==> src/rtl/pu_msp430_dac_multi_if.sv <==
// SPI pins and observable outputs of the multi-channel bench DAC model.
// DAC_LDAC_EN adds the ldac_n load strobe pin.
interface pu_msp430_dac_multi_if #(
    parameter int NCH = 4,
    parameter int DW  = 12
);
    logic              din;
    logic              sclk;
    logic              sync_n;
`ifdef DAC_LDAC_EN
    logic              ldac_n;
`endif
    logic [NCH*DW-1:0] vout;
    logic [NCH-1:0]    pd;
    logic [7:0]        frame_cnt;
    logic [7:0]        err_cnt;
    logic              dbg_shift;

    // No handshake: the SPI master drives pins freely and the DAC oversamples
    // them; the outputs are plain levels that are valid every mclk cycle.
`ifdef DAC_LDAC_EN
    modport master (output din, sclk, sync_n, ldac_n,
                    input  vout, pd, frame_cnt, err_cnt, dbg_shift);
    modport slave  (input  din, sclk, sync_n, ldac_n,
                    output vout, pd, frame_cnt, err_cnt, dbg_shift);
`else
    modport master (output din, sclk, sync_n,
                    input  vout, pd, frame_cnt, err_cnt, dbg_shift);
    modport slave  (input  din, sclk, sync_n,
                    output vout, pd, frame_cnt, err_cnt, dbg_shift);
`endif
endinterface

==> src/rtl/pu_msp430_dac_multi.sv <==
// Multi-channel double-buffered SPI DAC model, SPI pins oversampled in mclk.
// Optional macro DAC_LDAC_EN: ldac_n pin, whose falling edge loads all outputs.
module pu_msp430_dac_multi #(
    parameter int            NCH     = 4,
    parameter int            DW      = 12,
    parameter logic [DW-1:0] RST_VAL = '0
) (
    input logic                  mclk,
    input logic                  puc_rst,
    pu_msp430_dac_multi_if.slave dac
);
    typedef enum logic {IDLE = 1'b0, SHIFT = 1'b1} state_t;

    state_t        state_q, state_d;
    logic [1:0]    din_sq, sclk_sq, sync_sq;
    logic          sclk_dq, sync_dq;
    logic          sclk_fall, sync_fall, sync_rise;
    logic [15:0]   shift_q, shift_d;
    logic [4:0]    cnt_q, cnt_d;
    logic [7:0]    fcnt_q, fcnt_d, ecnt_q, ecnt_d;
    logic [DW-1:0] in_q [NCH];
    logic [DW-1:0] in_d [NCH];
    logic [DW-1:0] out_q [NCH];
    logic [DW-1:0] out_d [NCH];
    logic [NCH-1:0] pd_q, pd_d;
    logic [1:0]    f_addr, f_cmd;
    logic [DW-1:0] f_data;
    logic          frame_ok, copy_all;
    logic [NCH*DW-1:0] vout_w;

    // Stage [1] is the synchronised level; the *_dq stage gives the edge.
    assign sclk_fall = ~sclk_sq[1] & sclk_dq;
    assign sync_fall = ~sync_sq[1] & sync_dq;
    assign sync_rise =  sync_sq[1] & ~sync_dq;

    assign f_addr = shift_q[15:14];
    assign f_cmd  = shift_q[13:12];
    assign f_data = shift_q[DW-1:0];

`ifdef DAC_LDAC_EN
    logic [1:0] ldac_sq;
    logic       ldac_dq;
    logic       ldac_fall;
    assign ldac_fall = ~ldac_sq[1] & ldac_dq;
`endif

    always_comb begin
        state_d  = state_q;
        shift_d  = shift_q;
        cnt_d    = cnt_q;
        fcnt_d   = fcnt_q;
        ecnt_d   = ecnt_q;
        in_d     = in_q;
        out_d    = out_q;
        pd_d     = pd_q;
        frame_ok = 1'b0;
        copy_all = 1'b0;
        case (state_q)
            IDLE: begin
                if (sync_fall) begin
                    state_d = SHIFT;
                    cnt_d   = '0;
                end
            end
            SHIFT: begin
                // A frame-select edge wins over an sclk edge in the same cycle.
                if (sync_rise) begin
                    state_d = IDLE;
                    if (cnt_q == 5'd16) begin
                        frame_ok = 1'b1;
                        if (fcnt_q != 8'hFF) fcnt_d = fcnt_q + 8'd1;
                    end else if (ecnt_q != 8'hFF) begin
                        ecnt_d = ecnt_q + 8'd1;
                    end
                end else if (sclk_fall && cnt_q != 5'd16) begin
                    shift_d = {shift_q[14:0], din_sq[1]};
                    cnt_d   = cnt_q + 5'd1;
                end
            end
            default: state_d = IDLE;
        endcase

        if (frame_ok) begin
            for (int k = 0; k < NCH; k++) begin
                if (f_addr == 2'(k)) begin
                    case (f_cmd)
                        2'b00: in_d[k] = f_data;
                        2'b01: begin
                            in_d[k] = f_data;
`ifndef DAC_LDAC_EN
                            out_d[k] = f_data;
                            pd_d[k]  = 1'b0;
`endif
                        end
                        2'b11:   pd_d[k] = 1'b1;
                        default: ;
                    endcase
                end
            end
            copy_all = (f_cmd == 2'b10);
        end
`ifdef DAC_LDAC_EN
        if (ldac_fall) copy_all = 1'b1;
`endif
        // Copy from in_d so a same-cycle frame write reaches the output.
        if (copy_all) begin
            for (int k = 0; k < NCH; k++) out_d[k] = in_d[k];
            pd_d = '0;
        end
    end

    always_ff @(posedge mclk) begin
        if (puc_rst) begin
            din_sq  <= '0;
            sclk_sq <= '1;
            sync_sq <= '1;
            sclk_dq <= 1'b1;
            sync_dq <= 1'b1;
`ifdef DAC_LDAC_EN
            ldac_sq <= '1;
            ldac_dq <= 1'b1;
`endif
            state_q <= IDLE;
            shift_q <= '0;
            cnt_q   <= '0;
            fcnt_q  <= '0;
            ecnt_q  <= '0;
            pd_q    <= '0;
            for (int k = 0; k < NCH; k++) begin
                in_q[k]  <= RST_VAL;
                out_q[k] <= RST_VAL;
            end
        end else begin
            din_sq  <= {din_sq[0], dac.din};
            sclk_sq <= {sclk_sq[0], dac.sclk};
            sync_sq <= {sync_sq[0], dac.sync_n};
            sclk_dq <= sclk_sq[1];
            sync_dq <= sync_sq[1];
`ifdef DAC_LDAC_EN
            ldac_sq <= {ldac_sq[0], dac.ldac_n};
            ldac_dq <= ldac_sq[1];
`endif
            state_q <= state_d;
            shift_q <= shift_d;
            cnt_q   <= cnt_d;
            fcnt_q  <= fcnt_d;
            ecnt_q  <= ecnt_d;
            pd_q    <= pd_d;
            in_q    <= in_d;
            out_q   <= out_d;
        end
    end

    always_comb begin
        vout_w = '0;
        for (int k = 0; k < NCH; k++) vout_w[k*DW +: DW] = pd_q[k] ? '0 : out_q[k];
    end

    assign dac.vout      = vout_w;
    assign dac.pd        = pd_q;
    assign dac.frame_cnt = fcnt_q;
    assign dac.err_cnt   = ecnt_q;
    assign dac.dbg_shift = (state_q == SHIFT);
endmodule

==> src/flat_wrapper.sv <==
// flat-port wrapper written by rule: the top's interface ports become plain ports
module pu_msp430_dac_multi_flat 
#(
    parameter int            NCH     = 4,
    parameter int            DW      = 12,
    parameter logic [DW-1:0] RST_VAL = '0
)
  (mclk, puc_rst, dac_din, dac_sclk, dac_sync_n, dac_vout, dac_pd, dac_frame_cnt, dac_err_cnt, dac_dbg_shift);
  pu_msp430_dac_multi_if #(.NCH(NCH), .DW(DW)) dac_i ();
  input logic mclk;
  input logic puc_rst;
  input wire logic [$bits(dac_i.din)-1:0] dac_din;
  input wire logic [$bits(dac_i.sclk)-1:0] dac_sclk;
  input wire logic [$bits(dac_i.sync_n)-1:0] dac_sync_n;
  output wire logic [$bits(dac_i.vout)-1:0] dac_vout;
  output wire logic [$bits(dac_i.pd)-1:0] dac_pd;
  output wire logic [$bits(dac_i.frame_cnt)-1:0] dac_frame_cnt;
  output wire logic [$bits(dac_i.err_cnt)-1:0] dac_err_cnt;
  output wire logic [$bits(dac_i.dbg_shift)-1:0] dac_dbg_shift;
  assign dac_i.din = dac_din;
  assign dac_i.sclk = dac_sclk;
  assign dac_i.sync_n = dac_sync_n;
  assign dac_vout = dac_i.vout;
  assign dac_pd = dac_i.pd;
  assign dac_frame_cnt = dac_i.frame_cnt;
  assign dac_err_cnt = dac_i.err_cnt;
  assign dac_dbg_shift = dac_i.dbg_shift;
  pu_msp430_dac_multi #(.NCH(NCH), .DW(DW), .RST_VAL(RST_VAL)) u_core (.mclk(mclk), .puc_rst(puc_rst), .dac(dac_i));
endmodule
==> config.mk <==
export PLATFORM = sky130hd
export DESIGN_NAME = pu_msp430_dac_multi_flat
export DESIGN_NICKNAME = d
export VERILOG_FILES = /design/src/rtl/pu_msp430_dac_multi_if.sv /design/src/rtl/pu_msp430_dac_multi.sv /design/src/flat_wrapper.sv
export SDC_FILE = /design/constraint.sdc
export NUM_CORES = 1
export LEC_CHECK = 0
export ABC_CLOCK_PERIOD_IN_PS = 1670
export BUFFER_PORTS_ARGS = -buffer_cell sky130_fd_sc_hd__clkbuf_2
export CORE_ASPECT_RATIO = 0.6
export CORE_MARGIN = 2
export CORE_UTILIZATION = 40
export DETAILED_ROUTE_END_ITERATION = 12
export GPL_TIMING_DRIVEN = 1
export SLEW_MARGIN = 5
export SYNTH_ARGS = -nofsm -noshare
export SYNTH_HDL_FRONTEND = slang
export SYNTH_SLANG_ARGS = --single-unit
==> constraint.sdc <==
create_clock -name mclk -period 1.67 [get_ports mclk]
set_input_delay 0.334 -clock mclk [delete_from_list [all_inputs] [get_ports mclk]]
set_output_delay 0.334 -clock mclk [all_outputs]
set_load 0.1 [all_outputs]
Yosys cells after proc, flatten, opt, wreduce, memory -nomap -nowiden
Cells that the tools add are included.
{"block": "op_classes", "addsub": 3, "n_mul": 0, "div_mod_pow": 0, "order_cmp": 0, "n_eq_ne": 13, "shift": 0, "n_mux": 32, "bitwise": 9, "reduce_logical": 24}
{"op": "$mux 12", "count": 17}
{"op": "$mux 48", "count": 3}
{"op": "$reduce_and 3->1", "count": 10}
{"op": "$add 8x1->8 const B", "count": 2}
{"op": "$ne 8x8->1 const B", "count": 2}
{"op": "$mux 5", "count": 3}
{"op": "$reduce_bool 2->1", "count": 7}
{"op": "$pmux 5 s2", "count": 1}
{"op": "$eq 2x2->1 const B", "count": 4}
{"op": "$reduce_and 4->1", "count": 2}
{"op": "$mux 1", "count": 6}
{"op": "$not 1->1", "count": 6}
{"op": "$add 5x1->5 const B", "count": 1}
{"op": "$eq 5x5->1 const B", "count": 1}
{"op": "$ne 5x5->1 const B", "count": 1}
{"op": "$eq 2x1->1 const B", "count": 2}
{"op": "$logic_not 2->1", "count": 2}
{"op": "$ne 2x2->1 const B", "count": 2}
{"op": "$pmux 1 s2", "count": 2}
{"op": "$reduce_or 2->1", "count": 2}
{"op": "$and 1x1->1", "count": 3}
{"op": "$ne 2x1->1 const B", "count": 1}
{"op": "$logic_and 1x1->1", "count": 1}
{"block": "word_totals", "reg_bits": 146, "latch_bits": 0, "mem_bits_rw": 0, "romBits": 0, "out_inout_bits": 69, "elab_cells": 103, "n_memories": 0}

Longest topological paths before layout
Gate-level depths: netlist of the first run.
{"block": "logic_depth", "word_depth": 7, "depth_mapped": 8, "mapped_depth_nobuf": 6}

Least setup slack after synthesis of the first run
Ideal clock, no wire load.
{"block": "synth_path", "path_kind": "register -> output", "startpoint": "register u_core.pd_q[3], in the netlist u_core.dac.pd[3]", "endpoint": "output dac_vout[39]", "arrival_ps": 2339, "slack_ps": -1003, "stages_incl_launch_ff": 3, "n_path_buf": 1, "path_cell_list": "dfxtp_1 clkbuf_1 nor2b_1"}
{"block": "synth_via", "elab_chain_cells": 1}
{"element": "start: declaration", "line": "pu_msp430_dac_multi.sv:25", "source": "logic [NCH-1:0] pd_q, pd_d;"}
{"element": "start signal: assignment", "line": "pu_msp430_dac_multi.sv:148", "source": "pd_q <= pd_d;"}
{"element": "$mux 12", "line": "pu_msp430_dac_multi.sv:156", "source": "for (int k = 0; k < NCH; k++) vout_w[k*DW +: DW] = pd_q[k] ? '0 : out_q[k];"}
{"element": "end: declaration", "line": "flat_wrapper.sv:15", "source": "output wire logic [$bits(dac_i.vout)-1:0] dac_vout;"}
No other way between the ends.

Worst setup path in the final report of the first run
{"block": "layout_path", "startpoint": "register u_core.cnt_q[1]", "endpoint": "register u_core.in_q[36] (netlist bit)"}
{"block": "layout_via", "elab_chain_cells": 5}
{"element": "start: declaration", "line": "pu_msp430_dac_multi.sv:19", "source": "logic [4:0] cnt_q, cnt_d;"}
{"element": "start signal: assignment", "line": "pu_msp430_dac_multi.sv:145", "source": "cnt_q <= cnt_d;"}
{"element": "$eq 5x5->1", "line": "pu_msp430_dac_multi.sv:69", "source": "if (cnt_q == 5'd16) begin"}
{"element": "$mux 1", "line": "pu_msp430_dac_multi.sv:69"}
{"element": "$mux 1", "line": "pu_msp430_dac_multi.sv:67", "source": "if (sync_rise) begin"}
{"element": "$mux 1", "line": "pu_msp430_dac_multi.sv:58", "source": "case (state_q)"}
{"element": "$mux 48", "line": "pu_msp430_dac_multi.sv:83", "source": "if (frame_ok) begin"}
{"element": "end signal: assignment", "line": "pu_msp430_dac_multi.sv:149", "source": "in_q <= in_d;"}
{"element": "end: declaration", "line": "pu_msp430_dac_multi.sv:21", "source": "logic [DW-1:0] in_q [NCH];"}
No other way between the ends.
A chain may end at the register's enable or synchronous reset.

==> impl_metrics.py, run 1 <==
metrics = {
    "detailed_routing": {
        "route.detailed.drc": 0,
        "vias_per_cell": 5.700,
        "routed_wl_um": 19940,
        "dr.pass1.iters": 5,
        "drt_iter0_drc": 448,
        "ant_nets": 0,
        "num_vias": 5728,
        "routedWlPerCell_um": 19.84,
    },
    "timing": {
        "skew_ps": 8.623,
        "setup_violations": 124,
        "max_freq_mhz": 538.3,
        "period_share_pct": 111.2,
        "worst_slew_pin_slew_ps": 543.1,
        "hold_viol_final": 0,
        "setup_ws_ps": -187.8,
        "final-max-slew-violation-count": 0,
        "holdWs_ps": 87.63,
        "finalCriticalPeriod_ps": 1858,
        "rsz0062_at_grt": "true",
        "slew_headroom_pct": 63.95,
    },
    "logic_synthesis": {
        "yosysTopAreaCell": "dfxtp_1",
        "synth_area_leaders": "dfxtp_1 (48%), a21oi_1 (8.8%), o2bb2ai_1 (6.9%)",
        "synth-edff-count": 0,
        "async_flop_share_pct": 0,
        "synth-main-ff-cell": "dfxtp_1",
        "syn_nets": 688,
        "synth_seq_area_share_pct": 48.19,
        "avgSynthCellArea_um2": 8.932,
        "ys_seq_elements": 146,
        "synth_area_um2": 6065,
        "netlist_instances": 679,
        "yosys_warnings": 0,
        "synth_top_area_share_pct": 48.19,
        "yosysUniqueCellTypes": 49,
    },
    "worst_setup_path": {
        "required_ps": 2020,
        "arrival_ps": 2210,
        "crit_path_start_kind": "flop",
        "cp_max_fo": 6,
        "end_kind": "flop",
        "worst-setup-path-type": "flop to flop",
    },
    "floorplan": {
        "rows": 34,
        "core-area_um2": 14630,
        "dieArea_um2": 16190,
        "die_h_um": 99.38,
        "die_x_um": 163.0,
        "initial_utilization_pct": 41.44,
        "ios": 74,
    },
    "clocking": {
        "clock_latency_ps": 430,
        "ctsHtreeMaxLevel": 4,
        "cts_tree": "done",
        "clock_sinks": 146,
        "clockRootBuffer": "clkbuf_16",
        "cts_buffer_depth": 2,
        "cts_buffers": 17,
        "path_clk_slew_ps": 60,
    },
    "global_routing": {
        "grt_pass1_vias": 5312,
        "grt_max_degree": 48,
        "antenna_found_initial": 0,
        "grt.overflow.total": 0,
        "grt_pass1_wl_um": 29020,
        "grt_util_all_layers_pct": 23.09,
    },
    "layout": {
        "fin_nets": 803,
        "antenna_cells": 0,
        "stdcell_area_um2": 9684,
        "fin_cells": 1005,
        "fillCellCount": 1086,
        "drive_above_1_share_pct": 45.97,
        "final_common_cell": "dfxtp_1",
        "syn2layout_area_growth_pct": 59.69,
        "mostFrequentLayoutCells": "dfxtp_1 (122), nand2_1 (93), buf_12 (66)",
        "post-route-util_pct": 66.18,
    },
    "place": {
        "port_buffers": 73,
        "hpwl_um": 11920,
        "place.gp.congestion": 0.8831,
        "dp_cells": 949,
        "placed_cell_area_um2": 8174,
    },
    "power_and_ir_drop": {
        "leakage_uw": 0.003515,
        "power_uw": 7293,
        "p_per_area_nw_per_um2": 753.1,
        "ir_worst_vdd_v": 0.0007084,
    },
    "flow_run": {
        "drv_cap": 0,
    },
    "run_status": {
        "violations": "negative setup slack",
        "outcome": "finished, violations left",
    },
    "worst_hold_path": {
        "hp-class": "primary input to flop",
    },
}
-- power breakdown --
part,leakage [µW],internal [µW],switching [µW]
combinational,0.00205,46.4,99.2
sequential,0.00119,3480,5.82
clock,0.000272,2120,1540
-- worst max-delay path: stages, from the launching register on --
cell and delay [ps]:
dfxtp_2 330, inv_2 70, ha_4 150, nand4bb_4 170, buf_12 180, buf_8 130, nor4b_4 330, buf_6 220
nand2_2 70, a21oi_1 140
-- kinds of logic after synthesis --
family / Yosys count / synth area share (%)
compound gates: 198 / 21.66
buf+inv: 54 / 3.858
mux: 21 / 3.507
simple gates: 250 / 21.09
xor+xnor: 6 / 0.8665
flops: 146 / 48.19
fa+ha+maj: 4 / 0.8253
-- final cells by class --
class,instances,area [µm²],area share [%]
Sequential cell,146,2978,30.75
Tap cell,198,247.7,2.558
Timing Repair Buffer,146,2038,21.05
Clock buffer,23,499.2,5.155
Multi-Input combinational cell,480,3841,39.66
Inverter,3,11.26,0.1163
Clock inverter,9,68.82,0.7106
-- cells in the mapped netlist, types with 5 or more instances --
cell type and instances:
a21oi_1 107, a31oi_1 8, and3_1 6, buf_2 16, clkbuf_1 32, dfxtp_1 146
mux2i_1 19, nand2_1 107, nand3_1 9, nand4_1 6, nor2_1 31, nor2b_1 58
o21ai_0 5, o2bb2ai_1 48, o31a_1 12, or2_2 7, or3_1 5, or4_1 5
-- flip-flops by register name, summed over array words and instances, names as in the netlist --
signal,flops
u_core.in_q,48
u_core.out_q,48
u_core.shift_q,16
u_core.dac.err_cnt,8
u_core.dac.frame_cnt,8
u_core.cnt_q,5
u_core.dac.pd,4
u_core.din_sq,2
u_core.sclk_sq,2
u_core.sync_sq,2
u_core.dac.dbg_shift,1
u_core.sclk_dq,1
u_core.sync_dq,1
-- stage by stage --
step | setup TNS, ps | setup slack [ps]
floorplan | -804.6 | -47.48
global placement | -4188 | -117.8
detailed placement | -9899 | -187.8
CTS | -4500 | -94.43
global route | -17170 | -249.6
finish | -11330 | -187.8
-- path summary, 6_finish.rpt --
kind | start | to | slack, ps | depth (start not counted)
setup reg to reg | u_core.cnt_q[1] | u_core.in_q[36] | -190 | 9
hold / removal | dac_sync_n | u_core.sync_sq[0] | 90 | 2
hold reg to reg | u_core.sclk_sq[0] | u_core.sclk_sq[1] | 410 | 1
setup / recovery | u_core.cnt_q[1] | u_core.in_q[36] | -190 | 9
-- repair_timing --
action | CTS | global route
gates cloned | 2 | 11
pin swaps | 28 | 80
resized for setup | 29 | 133
buffers inserted | 2 | 9
hold buffers | 0 | 0
endpoints found under the setup margin | 107 | 131
-- layer usage --
| metal | global-route usage (%) | share of wire, % | vias up |
|---|---|---|---|
| met5 | 0 | 0 | - |
| met4 | 6.603 | 1.4 | 0 |
| met3 | 6.756 | 8.5 | 33 |
| met2 | 32.53 | 43 | 250 |
| met1 | 34.02 | 47 | 2803 |
| li1 | - | - | 2642 |
Power figures use the tool's default switching activity.
==> run 2, diff against run 1 <==
- CORE_UTILIZATION: 40 -> 52
- PLACE_DENSITY: default -> 0.75
==> impl_metrics.py, run 2 (synthesis results as in run 1) <==
metrics = {
    "global_routing": {
        "grt_max_degree": 39,
        "grt.overflow.total": 0,
        "grt_pass1_vias": 5769,
        "grt_pass1_wl_um": 30470,
        "grt_util_all_layers_pct": 31.75,
        "antenna_found_initial": 0,
    },
    "floorplan": {
        "core-area_um2": 11340,
        "rows": 30,
        "dieArea_um2": 12570,
        "initial_utilization_pct": 53.50,
        "die_h_um": 87.65,
        "die_x_um": 143.4,
        "ios": 74,
    },
    "clocking": {
        "path_clk_slew_ps": 70,
        "clock_latency_ps": 440,
        "cts_buffer_depth": 2,
        "cts_tree": "done",
        "clock_sinks": 146,
        "cts_buffers": 17,
        "clockRootBuffer": "clkbuf_16",
        "ctsHtreeMaxLevel": 4,
        "cts.hold.buffers_added": 0,
    },
    "detailed_routing": {
        "ant_nets": 0,
        "routed_wl_um": 24550,
        "vias_per_cell": 6.705,
        "dr.pass1.iters": 7,
        "drt_iter0_drc": 1144,
        "num_vias": 6591,
        "route.detailed.drc": 0,
        "routedWlPerCell_um": 24.98,
    },
    "timing": {
        "finalSetupTns_ps": -17980,
        "final-max-slew-violation-count": 0,
        "hold_viol_final": 0,
        "worst_slew_pin_slew_ps": 552.3,
        "skew_ps": 10.01,
        "max_freq_mhz": 512.2,
        "setup_violations": 126,
        "slew_headroom_pct": 63.34,
        "finalCriticalPeriod_ps": 1952,
        "period_share_pct": 116.9,
        "setup_ws_ps": -282.2,
        "rsz0062_at_grt": "true",
    },
    "layout": {
        "mostFrequentLayoutCells": "dfxtp_1 (118), nand2_1 (75), buf_12 (64)",
        "reg_top3": "u_core.in_q x48, u_core.out_q x48, u_core.shift_q x16",
        "fin_nets": 819,
        "post-route-util_pct": 85.20,
        "drive_above_1_share_pct": 47.39,
        "fin_cells": 983,
        "final_common_cell": "dfxtp_1",
        "syn2layout_area_growth_pct": 59.25,
        "antenna_cells": 0,
    },
    "flow_run": {
        "drv_cap": 0,
    },
    "power_and_ir_drop": {
        "leakage_uw": 0.003617,
        "ir_worst_vdd_v": 0.0007595,
        "p_per_area_nw_per_um2": 797.0,
    },
    "worst_setup_path": {
        "crit_path_start_kind": "flop",
        "cp_max_fo": 6,
        "worst-setup-path-type": "flop to flop",
        "regToRegSetupSlack_ps": -280,
        "rr_endpoint": "u_core.in_q[4]",
        "rr_worst_depth": 7,
        "arrival_ps": 2250,
        "end_kind": "flop",
        "required_ps": 1970,
        "timing.rr.start": "u_core.cnt_q[0]",
    },
    "place": {
        "dp_cells": 920,
        "pre_cts_ws_ps": -257.7,
        "port_buffers": 73,
        "hpwl_um": 12020,
        "place.gp.congestion": 0.9218,
    },
    "run_status": {
        "outcome": "finished, violations left",
        "violations": "negative setup slack",
    },
    "worst_hold_path": {
        "hp-class": "primary input to flop",
        "whs_path_depth": 2,
        "hold_end": "u_core.sync_sq[0]",
        "min_from": "dac_sync_n",
    },
}
run 2: cell count changes in the layout (fill, tap and decap cells not counted), moves of 4 or more:
cell	before	now
nand2_1	93	75
buf_4	38	55
nand2_2	9	24
a21oi_1	50	61
a21oi_4	6	0
a21oi_2	51	46
dfxtp_1	122	118
o31a_1	8	12
o31a_4	4	0
run 2: per-layer routing:
metal,wire [µm],global-route usage [%],vias to the layer above
met5,0,0,-
met4,1627,13.37,0
met3,3096,9.076,213
met2,10620,47.58,607
met1,9213,43.37,3090
li1,-,-,2681
run 2: where the power goes:
part / switching [µW] / total, µW / internal [µW]
clock: 1650 / 4070 / 2410
combinational: 107 / 150 / 42.5
sequential: 6.25 / 3480 / 3470
total: 1770 / 7700 / 5930
run 2: final cells by class:
| cell class | count | area (µm²) |
|---|---|---|
| well taps | 160 | 200.2 |
| fillers | 532 | 1678 |
| clock inverters | 14 | 176.4 |
| multi-input cells | 483 | 3747 |
| repair buffers | 159 | 2098 |
| inverters | 3 | 11.26 |
| flip-flops and latches | 146 | 2985 |
| clock buffers | 18 | 439.2 |
run 2: worst max-delay path by stage:
stage / start / endpoint / depth (start not counted)
2_1_floorplan: u_core.dac.dbg_shift / u_core.in_q[24] / 6
3_5_place_dp: u_core.cnt_q[1] / u_core.out_q[7] / 7
3_3_place_gp: u_core.cnt_q[1] / u_core.out_q[8] / 7
5_1_grt: u_core.cnt_q[0] / u_core.in_q[4] / 7
4_1_cts: u_core.cnt_q[1] / u_core.in_q[4] / 7
6_report: u_core.cnt_q[0] / u_core.in_q[4] / 7
run 2: per-stage QoR:
| step | area (µm²) | power [µW] | hold slack (ps) |
|---|---|---|---|
| after CTS | 9057 | 7602 | 85.48 |
| final | 9658 | 7698 | 90.69 |
| after floorplan | 6601 | 3641 | 389.5 |
| after detailed placement | 8194 | 3683 | 399.5 |
| after global routing | 9658 | 7843 | 96.20 |
| after global placement | 8194 | 3679 | 391.3 |
run 2: timing repair:
item                                    4_1_cts  5_1_grt
setup buffers                                 9       10
endpoints found under the setup margin      138      128
cloned                                        3        9
pin swaps                                    34       55
resized for setup                            36      103
run 2: critical path, stage by stage (launching register included):
cell and delay [ps]:
dfxtp_2 330, inv_2 80, ha_4 180, nand4bb_4 200
buf_6 190, or4_4 600, nand2_1 130, a21oi_1 100
